`config.mk`:
```
export PLATFORM = sky130hd
export DESIGN_NAME = count_sequencer
export DESIGN_NICKNAME = d
export VERILOG_FILES = /design/src/rtl/count_sequencer.sv
export SDC_FILE = /design/constraint.sdc
export NUM_CORES = 1
export LEC_CHECK = 0
export ABC_AREA = 1
export CORE_MARGIN = 3
export CORE_UTILIZATION = 35
export CTS_CLUSTER_DIAMETER = 80
export DETAILED_ROUTE_END_ITERATION = 6
export PLACE_DENSITY = 0.63
export SYNTH_ARGS = -nofsm -noshare
export SYNTH_HDL_FRONTEND = slang
export SYNTH_SLANG_ARGS = --single-unit
```
`constraint.sdc`:
```
create_clock -name clk -period 2.96 [get_ports clk]
set_clock_uncertainty 0.1 [all_clocks]
set_input_delay 0.592 -clock clk [delete_from_list [all_inputs] [get_ports clk]]
set_output_delay 0.592 -clock clk [all_outputs]
set_load 0.02 [all_outputs]
```
`src/rtl/count_sequencer.sv`:
```
// count_sequencer: controls an external 4-bit mod-16 counter through a clear/tick interface.
//
// A run is requested with start while idle. The sequencer first clears the counter for one
// cycle, then ticks it up to the latched limit. In one-shot mode it finishes with a single-cycle
// done pulse; in continuous mode it clears the counter on reaching the limit, counts the wrap and
// keeps running until stopped.
//
// Ports:
//   clk      - single clock, all state changes on the rising edge
//   reset    - asynchronous active-low reset
//   start    - request a run (only honoured in IDLE and when stop is low)
//   stop     - abort the current run (highest priority)
//   hold     - freeze counting, terminal detection and wrap while high
//   mode     - 0 = one-shot, 1 = continuous; latched at start
//   limit    - terminal count value; latched at start
//   count    - current value of the controlled counter
//   cnt_clr  - synchronous clear request to the counter (wins over cnt_tick)
//   cnt_tick - increment request to the counter
//   busy     - high while clearing or running
//   done     - registered one-cycle completion / wrap pulse
//   wraps    - saturating number of wraps since the last start

module count_sequencer #(
    parameter int unsigned WRAP_W = 8
) (
    input  logic              clk,
    input  logic              reset,
    input  logic              start,
    input  logic              stop,
    input  logic              hold,
    input  logic              mode,
    input  logic [3:0]        limit,
    input  logic [3:0]        count,
    output logic              cnt_clr,
    output logic              cnt_tick,
    output logic              busy,
    output logic              done,
    output logic [WRAP_W-1:0] wraps
);

    typedef enum logic [1:0] {
        StIdle,
        StClear,
        StRun,
        StDone
    } state_e;

    state_e            state_q, state_d;
    logic [3:0]        lim_q, lim_d;
    logic              mode_q, mode_d;
    logic [WRAP_W-1:0] wraps_q, wraps_d;
    logic              done_q, done_d;

    logic terminal;
    logic wraps_max;

    // An out-of-range count (above lim_q) is simply non-terminal, so the counter keeps ticking
    // and wraps through zero until it meets the limit.
    assign terminal  = (count == lim_q);
    assign wraps_max = &wraps_q;

    always_comb begin
        state_d  = state_q;
        lim_d    = lim_q;
        mode_d   = mode_q;
        wraps_d  = wraps_q;
        done_d   = 1'b0;
        cnt_clr  = 1'b0;
        cnt_tick = 1'b0;
        busy     = 1'b0;

        unique case (state_q)
            StIdle: begin
                if (start && !stop) begin
                    lim_d   = limit;
                    mode_d  = mode;
                    wraps_d = '0;
                    state_d = StClear;
                end
            end
            StClear: begin
                busy    = 1'b1;
                cnt_clr = 1'b1;
                state_d = stop ? StIdle : StRun;
            end
            StRun: begin
                busy = 1'b1;
                // Priority: stop > hold > terminal action > tick.
                if (stop) begin
                    state_d = StIdle;
                end else if (hold) begin
                    // everything frozen
                end else if (terminal) begin
                    done_d = 1'b1;
                    if (mode_q) begin
                        cnt_clr = 1'b1;
                        if (!wraps_max) begin
                            wraps_d = wraps_q + WRAP_W'(1);
                        end
                    end else begin
                        state_d = StDone;
                    end
                end else begin
                    cnt_tick = 1'b1;
                end
            end
            StDone: begin
                // start is deliberately not sampled here
                state_d = StIdle;
            end
            default: begin
                state_d = StIdle;
            end
        endcase
    end

    always_ff @(posedge clk or negedge reset) begin
        if (!reset) begin
            state_q <= StIdle;
            lim_q   <= 4'd0;
            mode_q  <= 1'b0;
            wraps_q <= '0;
            done_q  <= 1'b0;
        end else begin
            state_q <= state_d;
            lim_q   <= lim_d;
            mode_q  <= mode_d;
            wraps_q <= wraps_d;
            done_q  <= done_d;
        end
    end

    assign done  = done_q;
    assign wraps = wraps_q;

endmodule

```
* Word-level counts from Yosys, hierarchy flattened
Cells that the tools add are included.
Word-level totals: flip-flop bits (word level) 16, input bits 14
Operators by class: muxes and demuxes 28, equal/unequal tests 13, add/sub/neg operators 1, reduce and logical (&&, ||, !) cells 9
Operators by type and width (number):
- two-way mux 8 bit | 6
- case mux 8 bit (2 select lines) | 1
- two-way mux 1 bit | 13
- two-way mux 2 bit | 6
- inequality test 2 bit (second input constant) | 6
- inequality test 3 bit (second input constant) | 3
- adder 8 x 1 -> 8 bit (second input constant) | 1
- case mux 2 bit (4 select lines) | 1
- AND reduction 8 bit | 1
- AND reduction 7 bit | 1
- == test 2 bit (second input constant) | 2
- == test 4 bit | 1
- AND reduction 4 bit | 1
- == test 2 x 1 -> 1 bit (second input constant) | 1
- logical NOT 2 bit | 1
- case mux 1 bit (2 select lines) | 1
- AND reduction 2 bit | 1
- nonzero test 2 bit | 1
- OR reduction 2 bit | 1
- logical AND 1 bit | 1
- logical NOT 1 bit | 1

* Logic depth before layout (Yosys ltp)
Gate-level depths: netlist of the first run.
word-level depth 7, gate-level depth with buffers 9, depth with buffers taken out 9

* Worst setup path before layout of the first run
No wires, ideal clock.
kind input-to-output, start in count[0], end out cnt_clr, arrival 1.285 ns, path buffers 0, setup slack 0.983 ns, data required time 2.268 ns, stages 7, cells stage by stage inv_1 > nand2_1 > nand2_1 > nor2_2 > nand2_2 > nor3_1 > o21a_1
On the way: longest elaborated chain between the ends 5
RTL lines:
- start, declared | line 33 | input logic [3:0] count,
- == test 4 bit | line 59 | assign terminal = (count == lim_q);
- two-way mux 1 bit | line 93 | end else if (terminal) begin
- two-way mux 1 bit | line 91 | end else if (hold) begin
- two-way mux 1 bit | line 89 | if (stop) begin
- case mux 1 bit (2 select lines) | line 72 | unique case (state_q)
- end, declared | line 34 | output logic cnt_clr,
No other way between the ends.

* Worst setup path in the final report of the first run
Same ends and word-level chain as after synthesis.

==> flow_summary.toml, run 1 <==
[global_routing]
grt_pass1_vias = 1035
grt_first_pass_wirelength_um = 4284
grt_max_degree = 17
antenna_found_initial = 0
grt.overflow.total = 0
grt_usage_pct = 14.94

[worst_setup_path]
max_stage_delay_ns = 0.48
slowest_stage = "clkdlybuf4s50_1"
r2r_cells = 8
critical_path_class = "in2out"
crit_fanout = 2
cp.required_ns = 2.27
arrival_ns = 2.06
cp-end-kind = "output pin"
cp_cell_sequence = "clkdlybuf4s50_1 -> inv_1 -> nand2_1 -> nand2_1 -> nor2_2 -> nand2_2 -> nor3_1 -> o21a_1 -> dlygate4sd2_1"
startpoint_type = "input port"
cp_common_cell = "nand2_1"

[timing]
worst_hold_slack_ns = 0.4187
setup_violations = 0
fin_crit_sh_pct = 92.98
min_period_ns = 2.752
fin_tns_setup_ns = 0
drv_slew = 0
max_freq_mhz = 363.4
hold_viol_final = 0
max_slew_margin_pct = 50.15
worst_slew_pin_slew_ns = 0.7455
rsz0062_at_grt = "no"

[synthesis]
synth_top_family_by_area = "simple AND/OR/NAND/NOR gates"
syn-instance-count = 152
syn_avg_cell_area_um2 = 7.046
ys_top_cells_by_area = "dfrtp_1 (37%), nand2_1 (18%), inv_1 (6.3%)"
synth_top_area_share_pct = 37.38
ys_seq_area_share_pct = 37.38
synthAdderAreaFrac_pct = 4.673
synth_warnings = 0
yosysUniqueCellTypes = 24
synth_xor_xnor_area_share_pct = 0.8178
yosysTopAreaCell = "dfrtp_1"
ys_seq_elements = 16
synth.net_count = 170
synth_simple_gate_area_share_pct = 40.77
synth_compound_area_share_pct = 8.528
synth_area_um2 = 1071
muxShareOfSynthArea_pct = 0

[clocking]
clk_latency_ns = 0.28
cts_tree = "built"
numCtsBuffers = 3
post-cts-setup-buffer-count = 0
cts-root-buf = "clkbuf_4"
htree_levels = 1
cts_hold_buf = 0
clock_sinks = 16
cts_buffer_depth = 2
clk_pin_slew_worst_paths_ns = 0.10

[drt]
top_layer = "met4"
drc_errors = 0
first_iter_violations = 28
viasPerCell = 4.724
num_vias = 1011
antenna_left = 0
firstDrtPassIters = 4
wl_met3_um = 73
drt-met1-wl_um = 1067
wl_met2_um = 1205
wl_per_cell_um = 11.05
wl_um = 2365

[power]
peakVddDrop_uv = 344.5
leakage_nw = 0.6937
power.total_uw = 882.2
power.density_nw_per_um2 = 629.0

[layout]
drive_gt1_share_pct = 12.57
syn2layout_area_growth_pct = 30.96
fin_area_um2 = 1403
fillers = 287
fin_nets = 203
final_util_pct = 49.58
diodes = 0

[floorplan]
die_h_um = 61.32
dieArea_um2 = 3760
fp.dieW_um = 61.32
rows = 19
coreArea_um2 = 2829
start_util_pct = 37.86
io_pins = 26

[placement]
place_area_um2 = 1383
routabilityCongestion = 0.8397
io_buffers = 25
hpwl_um = 1870

[flow_run]
maxCapViolCount = 0

[min_path]
whs_path_depth = 2
hold_path.class = "reg2reg"

[outcome]
status = "completed"
per-stage QoR:
step,setup slack [ns],std cells
after global routing,0.03454,214
after detailed placement,-0.07797,211
final,0.2079,214
after global placement,-0.07156,211
after floorplan,0.9831,152
after CTS,0.1816,214
kinds of logic (layout without fill, tap and decap cells):
logic type | after synthesis | after routing
flip-flops | 16 | 16
buffers and inverters | 21 | 52
adder cells (fa/ha/maj) | 4 | 4
XOR/XNOR | 1 | 1
AND/OR/NAND/NOR | 97 | 97
AO/OA/AOI/OAI | 13 | 13
cell type report:
type / count / area [µm²] / share of cell area (%)
Clock buffer: 3 / 22.52 / 1.606
Inverter: 20 / 76.32 / 5.442
Multi-Input combinational cell: 115 / 586.8 / 41.84
Sequential cell: 16 / 400.4 / 28.55
Tap cell: 31 / 38.79 / 2.765
Timing Repair Buffer: 29 / 277.8 / 19.80
flip-flops by register name (all words and copies together), names as in the netlist:
register,count
done,1
state_q,2
mode_q,1
lim_q,4
wraps,8
layout by cell type (no fill, tap or decap), types with 2 or more instances in the layout:
cell type and count:
ha_1 4, nand2_2 4, dfrtp_1 16, nor2_1 18
clkdlybuf4s50_1 23, nand2_1 51, nor3_1 3, nand4_1 2
o21a_1 2, nor2_2 4, a21oi_1 6, dlygate4sd2_1 2
inv_1 18, clkbuf_4 3, buf_4 4, nand3_1 12
where the power goes:
part / total [mW] / switching, mW / internal [mW]
logic: 0.462 / 0.280 / 0.183
registers: 0.301 / 0.0340 / 0.267
clock network: 0.119 / 0.0716 / 0.0472
critical path: cells and delay by family:
| kind | cells | cell delay [ns] |
|---|---|---|
| buffers and inverters | 3 | 0.84 |
| AO/OA/AOI/OAI | 1 | 0.14 |
| AND/OR/NAND/NOR | 5 | 0.49 |
cell usage after synthesis, drive strengths merged:
master  instances
nand4           3
nor3            3
ha              4
a21oi           8
nand2          56
inv            19
and3            1
o21ai           2
clkinv          1
nor2           22
dfrtp          16
o21bai          1
buf             1
o21a            2
nand3          12
xor2            1
per-layer routing:
metal  global-route usage, %  vias up
met5                       0        -
met4                   4.644        0
met3                   2.725        2
met2                   25.98       12
met1                   18.64      454
li1                        -      543
worst paths after layout:
| kind | from | end | slack [ns] |
|---|---|---|---|
| min in group asynchronous | reset | wraps[7]$_DFFE_PN0P_ | 0.64 |
| setup reg to reg | state_q[0]$_DFFE_PN0P_ | wraps[1]$_DFFE_PN0P_ | 1.24 |
| hold / removal | state_q[1]$_DFFE_PN0P_ | state_q[1]$_DFFE_PN0P_ | 0.42 |
| max in group asynchronous | reset | lim_q[2]$_DFFE_PN0P_ | 1.66 |
| setup / recovery | count[0] | cnt_clr | 0.21 |
| hold reg to reg | state_q[1]$_DFFE_PN0P_ | state_q[1]$_DFFE_PN0P_ | 0.42 |
what timing repair did:
item,CTS,global route
endpoints found under the setup margin,2,0
resized for setup,2,0
hold endpoints to repair,0,0
No activity file was read; power rests on OpenSTA's default activity.
==> run 2: changes to the inputs <==
- CORE_UTILIZATION: 35 -> 52
- PLACE_DENSITY: 0.63 -> 0.86
==> flow_summary.toml, run 2 (synthesis gave the netlist of run 1 again) <==
[outcome]
status = "completed"

[placement]
hpwl_um = 1852
io_buffers = 25
routabilityCongestion = 0.8263
place_area_um2 = 1375

[timing]
worst_hold_slack_ns = 0.4159
hold_viol_final = 0
rsz0062_at_grt = "no"
fin_crit_sh_pct = 94.50
min_period_ns = 2.797
worst_slew_pin_slew_ns = 0.7390
fin_tns_setup_ns = 0
max_freq_mhz = 357.5
max_slew_margin_pct = 50.58
setup_violations = 0
drv_slew = 0

[worst_setup_path]
startpoint_type = "input port"
crit_fanout = 2
cp.required_ns = 2.27
cp-end-kind = "output pin"
arrival_ns = 2.11
r2r_cells = 7
cp_cell_sequence = "clkdlybuf4s50_1 -> inv_1 -> nand2_1 -> nand2_1 -> nor2_2 -> nand2_2 -> nor3_1 -> o21a_1 -> dlygate4sd2_1"
critical_path_class = "in2out"
max_stage_delay_ns = 0.48
slowest_stage = "clkdlybuf4s50_1"
cp_common_cell = "nand2_1"

[global_routing]
antenna_found_initial = 0
grt_max_degree = 17
grt.overflow.total = 0
grt_pass1_vias = 1024
grt_first_pass_wirelength_um = 4222
grt_usage_pct = 20.65

[layout]
diodes = 0
drive_gt1_share_pct = 13.04
fin_nets = 203
largest_reg_flops = 8
final_common_cell = "nand2_1"
final_util_pct = 76.60
final_cell_mix = "nand2_1 (51), clkdlybuf4s50_1 (23), inv_1 (18), nor2_1 (18), dfrtp_1 (16)"
fillers = 156
syn2layout_area_growth_pct = 31.54
fin_area_um2 = 1409

[clocking]
cts_hold_buf = 0
cts-root-buf = "clkbuf_4"
numCtsBuffers = 3
cts_tree = "built"
clk_latency_ns = 0.29
cts_buffer_depth = 2
clock_sinks = 16
htree_levels = 1
clk_pin_slew_worst_paths_ns = 0.10
post-cts-setup-buffer-count = 0

[floorplan]
coreArea_um2 = 1839
fp.dieW_um = 51.39
die_h_um = 51.39
dieArea_um2 = 2640
rows = 15
io_pins = 26
start_util_pct = 58.23

[min_path]
whs_path_depth = 2
hold_path.class = "reg2reg"

[drt]
firstDrtPassIters = 4
viasPerCell = 5.115
drc_errors = 0
antenna_left = 0
first_iter_violations = 21
num_vias = 1069
wl_per_cell_um = 11.34
wl_um = 2371

[power]
p_comb_share_pct = 51.0
p_seq_share_pct = 32.8
clockPowerShare_pct = 16.2
p_sw_share_pct = 42.13
p_int_uw = 525.0
peakVddDrop_uv = 525.3
leakage_nw = 0.7009
power.total_uw = 907.3
p_switching_uw = 382.3
power.density_nw_per_um2 = 644.0

[flow_run]
maxCapViolCount = 0
[run 2: changes by cell type in the layout (fill, tap and decap cells not counted), sizes merged]
cell	before	now
clkbuf	3	4
[run 2: timing repair]
action	CTS	global route
setup endpoints to repair	2	0
gates resized for setup	2	0
endpoints found under the hold margin	0	0
[run 2: area by class of cell]
type	instances	area [µm²]	share of cell area (%)
multi-input cells	115	586.8	41.65
flip-flops and latches	16	400.4	28.42
repair buffers	29	277.8	19.72
inverters	20	76.32	5.417
clock buffers	4	36.28	2.575
well taps	25	31.28	2.220
[run 2: worst paths after layout]
kind | from | end | slack (ns)
max | count[0] | cnt_clr | 0.16
min | state_q[0]$_DFFE_PN0P_ | state_q[0]$_DFFE_PN0P_ | 0.42
max reg2reg | state_q[0]$_DFFE_PN0P_ | wraps[6]$_DFFE_PN0P_ | 1.21
min reg2reg | state_q[0]$_DFFE_PN0P_ | state_q[0]$_DFFE_PN0P_ | 0.42
max in group asynchronous | reset | done$_DFF_PN0_ | 1.67
min in group asynchronous | reset | wraps[2]$_DFFE_PN0P_ | 0.63
[run 2: metrics by stage]
step	cells	setup WS (ns)
CTS	209	0.1621
global placement	205	-0.05472
global route	209	0.08471
floorplan	152	0.9831
detailed placement	205	-0.1073
finish	209	0.1629
[run 2: layer usage]
metal / vias to the layer above / share of wire (%) / track usage [%]
met2: 25 / 49 / 35.17
met3: 5 / 3.2 / 2.624
met4: 0 / 1.3 / 5.240
met5: - / 0 / 0
li1: 543 / - / -
met1: 496 / 47 / 27.47
[run 2: power by group through the flow]
stage / clock, mW / sequential [mW] / combinational [mW]
final: 0.147 / 0.297 / 0.462
after detailed placement: 0 / 0.302 / 0.465
after global placement: 0 / 0.300 / 0.454
after CTS: 0.151 / 0.298 / 0.465
after floorplan: 0 / 0.305 / 0.308
after global routing: 0.157 / 0.306 / 0.519
[run 2: critical path: cells and delay by family]
kind	cells	cell delay, ns
buffers and inverters	3	0.84
and+or+nand+nor	5	0.53
AOI/OAI and AO/OA	1	0.14
